==> src/rtl/blk_tx_sched.sv <==
// Block-atomic round-robin scheduler: moves whole blocks from NSRC FWFT FIFOs onto one
// 16-bit TX lane, with comma idle fill, inter-block comma and pre-emptive trigger word.
module blk_tx_sched #(
    parameter int unsigned NSRC = 17,
    parameter int unsigned TMO  = 255
) (
    input  logic                 clk,
    input  logic                 reset,
    input  logic [NSRC-1:0]      src_valid,
    input  logic [NSRC*16-1:0]   src_data,
    output logic [NSRC-1:0]      src_rd,
    input  logic                 trig,
    output logic [15:0]          dataout,
    output logic                 kchar,
    output logic [4:0]           grant,
    output logic                 busy,
    output logic [7:0]           err_cnt
);

    localparam int unsigned GW = 5;
    localparam int unsigned LW = 9;
    localparam int unsigned TW = 16;
    localparam int unsigned EW = 8;
    localparam logic [15:0] K28_5 = 16'h00BC;
    localparam logic [15:0] K28_0 = 16'h801C;

    typedef enum logic [1:0] {SEL, HDR, COPY, GAP} state_t;

    state_t          state, state_d;
    logic [GW-1:0]   grant_d;
    logic [LW-1:0]   remaining, rem_d;
    logic [TW-1:0]   tmr, tmr_d;
    logic            rd_en, keep_data, err_inc;
    logic [15:0]     head;
    logic            head_valid;
    logic            found;
    logic [GW-1:0]   found_idx;
    logic [NSRC-1:0] rot;
    logic [GW:0]     sum;

    // Head word and valid of the currently granted FIFO
    always_comb begin
        head       = '0;
        head_valid = 1'b0;
        for (int unsigned i = 0; i < NSRC; i++) begin
            if (grant == GW'(i)) begin
                head       = src_data[16*i +: 16];
                head_valid = src_valid[i];
            end
        end
    end

    // Round-robin search: rotate valids so bit 0 is the source after grant
    always_comb begin
        found     = 1'b0;
        found_idx = grant;
        sum       = '0;
        rot       = NSRC'({src_valid, src_valid} >> (grant + GW'(1)));
        for (int unsigned j = 0; j < NSRC; j++) begin
            if (!found && rot[j]) begin
                found = 1'b1;
                sum   = (GW+1)'(grant) + (GW+1)'(j) + (GW+1)'(1);
                if (sum >= (GW+1)'(NSRC)) begin
                    sum = sum - (GW+1)'(NSRC);
                end
                found_idx = sum[GW-1:0];
            end
        end
    end

    always_ff @(posedge clk) begin
        if (reset) begin
            state <= SEL;
        end else begin
            state <= state_d;
        end
    end

    // Next state and datapath controls; a trigger cycle freezes everything
    always_comb begin
        state_d   = state;
        grant_d   = grant;
        rem_d     = remaining;
        tmr_d     = tmr;
        rd_en     = 1'b0;
        keep_data = 1'b0;
        err_inc   = 1'b0;
        if (!trig) begin
            case (state)
                SEL: begin
                    if (found) begin
                        grant_d = found_idx;
                        state_d = HDR;
                    end
                end
                HDR: begin
                    if (!head_valid) begin
                        state_d = SEL;
                    end else if (!head[15]) begin
                        rd_en   = 1'b1;
                        err_inc = 1'b1;
                        state_d = SEL;
                    end else begin
                        rd_en     = 1'b1;
                        keep_data = 1'b1;
                        rem_d     = head[LW-1:0];
                        tmr_d     = '0;
                        state_d   = (head[LW-1:0] == '0) ? GAP : COPY;
                    end
                end
                COPY: begin
                    if (head_valid) begin
                        rd_en     = 1'b1;
                        keep_data = 1'b1;
                        tmr_d     = '0;
                        rem_d     = remaining - LW'(1);
                        if (remaining == LW'(1)) begin
                            state_d = GAP;
                        end
                    end else if (tmr >= TW'(TMO - 1)) begin
                        // Underrun too long: abandon the block, receiver sees short length
                        err_inc = 1'b1;
                        tmr_d   = '0;
                        state_d = GAP;
                    end else begin
                        tmr_d = tmr + TW'(1);
                    end
                end
                GAP: begin
                    state_d = SEL;
                end
                default: begin
                    state_d = SEL;
                end
            endcase
        end
    end

    always_comb begin
        src_rd = '0;
        for (int unsigned i = 0; i < NSRC; i++) begin
            src_rd[i] = rd_en && (grant == GW'(i));
        end
    end

    always_ff @(posedge clk) begin
        if (reset) begin
            grant     <= GW'(NSRC - 1);
            remaining <= '0;
            tmr       <= '0;
            dataout   <= K28_5;
            kchar     <= 1'b1;
            busy      <= 1'b0;
            err_cnt   <= '0;
        end else begin
            grant     <= grant_d;
            remaining <= rem_d;
            tmr       <= tmr_d;
            busy      <= (state_d == HDR) || (state_d == COPY);
            kchar     <= trig || !keep_data;
            if (trig) begin
                dataout <= K28_0;
            end else if (keep_data) begin
                dataout <= head;
            end else begin
                dataout <= K28_5;
            end
            if (err_inc && (err_cnt != {EW{1'b1}})) begin
                err_cnt <= err_cnt + EW'(1);
            end
        end
    end

endmodule

==> config.mk <==
export PLATFORM = sky130hd
export DESIGN_NAME = blk_tx_sched
export DESIGN_NICKNAME = d
export VERILOG_FILES = /design/src/rtl/blk_tx_sched.sv
export SDC_FILE = /design/constraint.sdc
export NUM_CORES = 1
export LEC_CHECK = 0
export ABC_AREA = 1
export BUFFER_PORTS_ARGS = -buffer_cell sky130_fd_sc_hd__buf_2
export CAP_MARGIN = 20
export CORE_ASPECT_RATIO = 1.75
export CORE_MARGIN = 4
export CORE_UTILIZATION = 27
export DETAILED_ROUTE_END_ITERATION = 8
export MAX_ROUTING_LAYER = met4
export SKIP_CTS_REPAIR_TIMING = 1
export SLEW_MARGIN = 10
export SYNTH_ARGS = -nofsm -noshare
export SYNTH_HDL_FRONTEND = slang
export SYNTH_SLANG_ARGS = --single-unit
==> constraint.sdc <==
create_clock -name clk -period 10.65 [get_ports clk]
set_input_delay 2.13 -clock clk [delete_from_list [all_inputs] [get_ports clk]]
set_output_delay 2.13 -clock clk [all_outputs]
set_load 0.005 [all_outputs]
# Word level (Yosys, flattened, before mapping)
# Index checks and enable logic that the tools add are counted.
# W data, S select, Z words.
[totals]
wordCells = 290
regBits = 58
[op_classes]
addsub = 53
bitwise_logic = 2
shifts = 1
n_mux = 118
n_eq_ne = 26
n_reduce_logical = 63
magnitude_cmp = 18
[ops]
columns = ["operator", "n"]
rows = [
  ["$mux W16", 23],
  ["$mux W5", 34],
  ["$ge A6 B5 Y1 const B", 17],
  ["$add A6 B1 Y6 const B", 16],
  ["$sub A5 B5 Y5 const B", 17],
  ["$add A5 B4 Y6 const B", 8],
  ["$mux W1", 46],
  ["$eq A5 B4 Y1 const B", 8],
  ["$logic_and A1 B1 Y1", 34],
  ["$shr A34 B5 Y17", 1],
  ["$pmux W16 S2", 1],
  ["$mux W9", 3],
  ["$add A5 B3 Y6 const B", 4],
  ["$eq A5 B3 Y1 const B", 4],
  ["$pmux W9 S2", 1],
  ["$logic_not A1 Y1", 17],
  ["$reduce_bool A17 Y1", 1],
  ["$add A16 B1 Y16 const B", 1],
  ["$ge A16 B8 Y1 const B", 1],
  ["$mux W2", 7],
  ["$add A5 B2 Y6 const B", 2],
  ["$eq A5 B2 Y1 const B", 2],
  ["$eq A9 B1 Y1 const B", 1],
  ["$logic_not A9 Y1", 1],
  ["22 further kinds", 31],
]

# Depth between registers and ports, before layout
# Gate-level depths: netlist of the first run.
[logic_depth]
depth_word = 56
ltp_mapped = 38
ltp_nobuf = 34

# Worst setup path after synthesis of the first run
# Ideal clock, no wire load.
[synth_timing]
kind = "input to output"
start = "input port src_valid[1]"
end = "output port src_rd[0]"
cell_stages = 21
t_arrival_ps = 3675
path_buffers = 1
setup_slack_ps = 4845
cell_sequence = "nand2_1 > nand3_1 > a21oi_1 > o21bai_1 > nand2_1 > nand2_1 > nand2_1 > nand3_1 > nand3_1 > nand2_1 > nand2_1 > nand2_1 > nand2_1 > nand2_1 > nand2_1 > nand2_1 > nand2_1 > nor2_1 > inv_1 > clkbuf_1 > nor2_1"
[synth_via]
elab_chain_len = 20
[synth_lines]
columns = ["element", "line_no", "rtl"]
rows = [
  ["start: declaration", "9", "input logic [NSRC-1:0] src_valid,"],
  ["$mux W1 (16 in a row)", "46", "if (grant == GW'(i)) begin"],
  ["$mux W1", "97", "if (!head_valid) begin"],
  ["$mux W1", "--", ""],
  ["$mux W1", "88", "if (!trig) begin"],
  ["$logic_and A1 B1 Y1", "142", "src_rd[i] = rd_en && (grant == GW'(i));"],
  ["end: declaration", "11", "output logic [NSRC-1:0] src_rd,"],
]
# Every way passes these cells.

# Worst setup path after layout of the first run
[layout_timing]
start = "register grant[0]"
end = "output port src_rd[6]"
[layout_via]
elab_chain_len = 22
[layout_lines]
columns = ["element", "line_no", "rtl"]
rows = [
  ["start: declaration", "15", "output logic [4:0] grant,"],
  ["start signal: assignment", "148", "grant <= GW'(NSRC - 1);"],
  ["start signal: assignment", "156", "grant <= grant_d;"],
  ["$logic_not A5 Y1", "46", ""],
  ["$mux W1 (17 in a row)", "46", ""],
  ["$mux W1", "97", ""],
  ["$mux W1", "--", ""],
  ["$mux W1", "88", ""],
  ["$logic_and A1 B1 Y1 *", "142", ""],
]
# Every way passes the cells marked *; elsewhere a longest branch is shown, timed or not.

==> results.toml, run 1 <==
[outcome]
outcome = "complete, no violations"

[global_routing]
grt_pass1_wl_um = 82600
grt_antenna_before_repair = 5
grt_pass1_vias = 14200
grt_use_total_pct = 26.3
grt_max_degree = 35
grt-ovfl-total = 0

[clock_tree]
worstSkewPairLatency_ns = 0.33
cts_tree = "built"
clkTransAtPathRegs_ns = 0.05
cts_max_level = 3
cts.path.max_buffers = 2
cts-root-buf = "clkbuf_16"
cts_buffers = 9
cts_sinks = 58

[route]
wire_per_inst_um = 19.6
routedLengthMet1_um = 20300
met3_wirelength_um = 2810
ant_nets = 0
wirelength_um = 55500
met2WireLength_um = 27700
vias_per_cell = 5.11
drt_iter0_drc = 958
highest_layer = "met4"
vias = 14500
drt-pass1-iter-count = 6
drc = 0

[sta]
post-route-period-util_pct = 70.8
tightest_slew_ns = 1.03
fmax_ghz = 0.133
period_needed_ns = 7.54
relSlewSlack_pct = 31.1
maxSlewViolCount = 0
whs_ns = 0.444
finalWorstSetupSlack_ns = 3.11
hold_viol = 0
rsz0062_at_grt = "no"
setup_viol = 0
fin_setup_tns_ns = 0
fin_skew_ns = 0.00711

[synthesis]
avgSynthCellArea_sq_um = 5.06
yosysSeqAreaShare_pct = 11.1
synthFlopType = "dfxtp_1"
syn-cell-area_sq_um = 10400
synth_cell_types = 50
ys_warn_count = 0
postSynthNetCount = 2385
synth_seq_cells = 58
postSynth.asyncResetShare_pct = 0
synth_cells = 2057
synth_edf_count = 0

[placement]
pre_cts_slack_ns = 3.46
numPortBuffers = 339
gp_congestion = 1.02
placed_area_sq_um = 12500
dp_hpwl_um = 46300

[worst_setup_path]
cp_slowest_stage_delay_ns = 0.70
rr_startpoint = "grant[0]"
cpLargestDelayFamily = "buffers and inverters"
rr_worst_depth = 29
r2r_end = "tmr[4]"
worst_path_most_repeated_cell = "nand2_1"
startpoint_type = "flop"
cp.buffers_inverters = 6
path_class = "reg -> out"
rrSetupSlack_ns = 5.06
crit_path_end_kind = "output port"
arrival_ns = 5.41
crit_path_cell_trace = "buf_4, inv_2, ha_1, inv_1, nor2_2, clkinv_1, or2_2, nand3_1, nand2_1, nand2_1, nand2_1, nand2_1, nand2_1, nand2_1, nand2_1, nand2_1, nor2_1, inv_1, nor2_1, buf_2"
cpMaxStageDelayCell = "clkinv_1"
cp_max_fo = 34
cp.required_ns = 8.52

[die]
die_w_um = 156
die_y_um = 268
io_pins = 340
start_util_pct = 27.5
rows = 94
dieArea_sq_um = 41900
placeableCoreArea_sq_um = 37900

[pwr]
powerDensity_nw_per_um2 = 251
p_leak_nw = 6.97
ir_worst_vdd_uv = 101

[layout]
syn2layout_area_growth_pct = 22.9
design_area_sq_um = 12800
nFillCells = 4465
drive_above_1_share_pct = 19.2
final_nets = 2670
utilization_pct = 33.8

[hold_path]
hold_start = "tmr[15]"
holdPathEnd = "tmr[15]"
worstHoldPathType = "reg -> reg"
worst_hold_path.num_cells = 2

[flow_run]
maxCapViolations = 0
[sequential cells by signal, indices dropped and copies added, names as in the netlist]
name and cells:
dataout 16, busy 1, grant 5, kchar 1, state 2, remaining 9
err_cnt 8, tmr 16
[cell usage in the layout (no fill, tap or decap), types with 5 or more instances in the layout]
cell type  netlist  layout
o21ai_1         15      15
ha_1            36      36
o22ai_1          8       8
nand3_1        217     217
clkinv_1         5       5
nand2_1        739     739
nor3_1          25      24
o21bai_1         8       8
buf_2           15     339
o211ai_1        36      36
inv_2           15      15
nor2_4           5       5
clkbuf_16        0       9
xor2_1          25      25
nand2_2          8       8
xnor2_1         14      14
nand4_1         14      14
inv_1          212     212
a21boi_0         5       5
a31oi_1          6       6
nor2_1         251     248
a21oi_1         70      70
diode_2          0       5
buf_4            7      18
nor2_2           5       8
dfxtp_1         58      58
or2_2           30      30
o21ai_0        135     135
[synth_stat cells (all sizes together), types with 2 or more instances]
cell / instances / area share (%)
and2: 2 / 0.12
o22ai: 9 / 0.60
xor2: 25 / 2.1
xnor2: 14 / 1.2
nand3: 218 / 11
o21bai: 8 / 0.58
inv: 227 / 8.2
o31ai: 2 / 0.14
o211ai: 36 / 2.6
nor3b: 4 / 0.29
buf: 30 / 1.7
nor2: 263 / 10
dfxtp: 58 / 11
nand4: 15 / 1.0
o21ai: 150 / 7.2
a21oi: 72 / 3.5
clkbuf: 54 / 1.9
ha: 36 / 4.3
o311ai: 2 / 0.17
nor3: 26 / 1.3
a21boi: 5 / 0.36
o2111ai: 2 / 0.17
clkinv: 5 / 0.18
nand2: 749 / 27
or2: 30 / 1.8
a31oi: 6 / 0.36
[layer usage]
| layer | global-route usage (%) | vias to the layer above |
|---|---|---|
| met3 | 1.97 | 179 |
| met4 | 17.7 | 0 |
| li1 | - | 7135 |
| met5 | - | - |
| met1 | 28.2 | 6482 |
| met2 | 46.0 | 666 |
[worst max path at each step]
| stage | slack (ns) | depth (start not counted) | to | from |
|---|---|---|---|---|
| after global placement | 3.58 | 20 | src_rd[8] | grant[0] |
| after detailed placement | 3.46 | 20 | src_rd[6] | grant[0] |
| after CTS | 3.09 | 20 | src_rd[6] | grant[0] |
| after global routing | 2.68 | 20 | src_rd[6] | grant[0] |
| final | 3.11 | 20 | src_rd[6] | grant[0] |
| after floorplan | 4.85 | 21 | src_rd[0] | src_valid[1] |
[worst reg2reg max path, delay by kind of cell, from the launching register on]
kind	cells	cell delay [ns]
buffers and inverters	5	1.59
flip-flops	1	0.30
AO/OA/AOI/OAI	2	0.40
AND/OR/NAND/NOR	21	2.65
adder cells (fa/ha/maj)	1	0.53
[where the power goes]
group / leakage (nW) / internal (mW) / switching (mW) / total [mW]
logic: 6.36 / 0.745 / 1.92 / 2.66
clock network: 0.141 / 0.191 / 0.0983 / 0.289
registers: 0.471 / 0.236 / 0.0250 / 0.261
[cell type report]
type	count	area [sq um]	area share [%]
diodes	5	12.5	0.0978
clock buffers	12	256	2.00
clock inverters	2	37.5	0.293
inverters	232	871	6.80
multi-input cells	1683	8010	62.6
flip-flops and latches	58	1160	9.07
well taps	480	601	4.69
repair buffers	358	1850	14.4
[stage by stage]
step | total power [mW] | cells
2_1_floorplan | 1.96 | 2057
3_3_place_gp | 2.88 | 2810
3_5_place_dp | 2.87 | 2810
4_1_cts | 3.17 | 2824
5_1_grt | 3.48 | 2830
6_report | 3.21 | 2830
[cells by family (layout without fill, tap and decap cells)]
group / Yosys count / after routing / share of synthesized area, %
AOI/OAI and AO/OA: 298 / 298 / 16.3
xor gates and xnor gates: 39 / 39 / 3.28
adders and majority gates: 36 / 36 / 4.32
buffers and inverters: 316 / 604 / 12.0
DFF: 58 / 58 / 11.1
muxes: 1 / 1 / 0.0961
other: 0 / 5 / 0
and+or+nand+nor: 1309 / 1309 / 52.8
Note: power is estimated with default switching activity, not from simulation.
==> run 2: changes to the inputs <==
clock period = 7.75 ns   (was 10.65 ns; I/O delays follow)
==> run 2 against run 1 <==
  * Via count up 0.25%
  * Non-clock buffer count up 2
  * Core utilization rose by 0.076 points
  * Clock skew grew 0.00099 ns
  * Critical path type unchanged
  * Largest power group unchanged
  * Routed wire length grew 0.57%
==> results.toml, run 2 (synthesis gave the netlist of run 1 again) <==
[outcome]
outcome = "complete, no violations"

[die]
io_pins = 340
die_w_um = 156
dieArea_sq_um = 41900
die_y_um = 268
placeableCoreArea_sq_um = 37900
start_util_pct = 27.5
rows = 94

[sta]
tightest_slew_ns = 1.08
fin_skew_ns = 0.00810
setup_viol = 0
maxSlewViolCount = 0
period_needed_ns = 6.26
relSlewSlack_pct = 27.8
fmax_ghz = 0.160
post-route-period-util_pct = 80.8
rsz0062_at_grt = "no"
fin_setup_tns_ns = 0
hold_viol = 0

[worst_setup_path]
worst_path_most_repeated_cell = "nand2_1"
cp.buffers_inverters = 6
cp_slowest_stage_delay_ns = 0.55
crit_path_end_kind = "output port"
cp_max_fo = 28
cp.required_ns = 6.20
arrival_ns = 4.71
cpLargestDelayFamily = "buffers and inverters"
startpoint_type = "flop"
path_class = "reg -> out"
cpMaxStageDelayCell = "inv_1"
crit_path_cell_trace = "inv_2, ha_1, inv_1, nor2_2, buf_4, clkinv_1, or2_2, nand3_1, nand2_1, nand2_1, nand2_1, nand2_1, nand2_1, nand2_1, nand2_1, nand2_1, nor2_1, inv_1, nor2_1, buf_2"

[clock_tree]
worstSkewPairLatency_ns = 0.33
cts-root-buf = "clkbuf_16"
cts_tree = "built"
cts_max_level = 3
cts_buffers = 9
clkTransAtPathRegs_ns = 0.05
cts.path.max_buffers = 2
cts_sinks = 58

[route]
wire_per_inst_um = 19.7
drc = 0
wirelength_um = 55800
vias = 14500
vias_per_cell = 5.12
drt-pass1-iter-count = 5
ant_nets = 0
drt_iter0_drc = 930

[pwr]
p_int_mw = 1.62
p_clk_share_pct = 9.8
p_leak_nw = 7.00
powerDensity_nw_per_um2 = 345
power_switching_mw = 2.80
total_power_mw = 4.42
p_comb_share_pct = 82.4
p_sw_share_pct = 63.3
power_frac_seq_pct = 7.8
ir_worst_vdd_uv = 121

[global_routing]
grt_pass1_wl_um = 83000
grt_antenna_before_repair = 3
grt_use_total_pct = 26.5
grt-ovfl-total = 0
grt_max_degree = 35
grt_pass1_vias = 14200

[layout]
final_common_cell = "nand2_1"
final_nets = 2672
nFillCells = 4444
top_regs = "dataout x16, tmr x16, remaining x9"
final_cell_mix = "nand2_1, buf_2, nor2_1"
syn2layout_area_growth_pct = 23.2
drive_above_1_share_pct = 19.3
design_area_sq_um = 12800
regArea_sq_um = 1160
utilization_pct = 33.9
multi_input_area_sq_um = 8010

[placement]
numPortBuffers = 339
placed_area_sq_um = 12500
gp_congestion = 1.04
dp_hpwl_um = 46700

[hold_path]
worstHoldPathType = "reg -> reg"

[flow_run]
maxCapViolations = 0
## run 2: cell types whose count changed in the layout (fill, tap and decap cells not counted)
| cell | change |
|---|---|
| buf_4 | +3 |
| inv_6 | +1 |
| clkinv_2 | +1 |
| bufinv_16 | +1 |
| clkbuf_8 | -1 |
| buf_8 | -1 |
| clkinvlp_4 | -1 |
| clkbuf_1 | +1 |
| diode_2 | -2 |
## run 2: routing by layer
layer	vias to the layer above	global-route usage (%)	wire [um]
met2	588	47.5	28500
met4	0	16.2	4230
li1	7142	-	-
met5	-	-	0
met3	167	1.79	2150
met1	6601	28.1	21000
## run 2: worst register-to-register path, delay by kind of cell (launching register included)
kind                     cells  cell delay [ns]
AO/OA/AOI/OAI                2             0.46
adder cells (fa/ha/maj)      2             1.18
buffers and inverters        3             0.83
flip-flops                   1             0.60
AND/OR/NAND/NOR             17             2.16
## run 2: power by group through the flow
stage	Combinational [mW]	Sequential (mW)	Clock (mW)
after floorplan	2.34	0.355	0
after global routing	4.00	0.351	0.452
after global placement	3.59	0.352	0
after CTS	3.60	0.347	0.441
after detailed placement	3.58	0.353	0
final	3.64	0.347	0.433
## run 2: area by class of cell
class | count | area share, %
diodes | 3 | 0.0585
flip-flops and latches | 58 | 9.05
clock buffers | 12 | 1.92
inverters | 232 | 6.79
clock inverters | 4 | 0.575
well taps | 480 | 4.68
multi-input cells | 1683 | 62.5
repair buffers | 360 | 14.5
## run 2: worst paths after layout
| kind | cells past startpoint | end | from | slack, ns |
|---|---|---|---|---|
| hold reg to reg | 2 | tmr[10] | tmr[10] | 0.44 |
| setup / recovery | 20 | src_rd[1] | grant[0] | 1.49 |
| setup reg to reg | 24 | grant[1] | grant[0] | 2.43 |
| hold / removal | 2 | tmr[10] | tmr[10] | 0.44 |
## run 2: stage by stage
stage	hold WS, ns	setup slack, ns	cells
3_5_place_dp	0.432	1.85	2813
6_report	0.443	1.49	2832
2_1_floorplan	0.420	2.92	2057
4_1_cts	0.441	1.48	2829
5_1_grt	0.468	1.05	2832
3_3_place_gp	0.431	1.93	2813
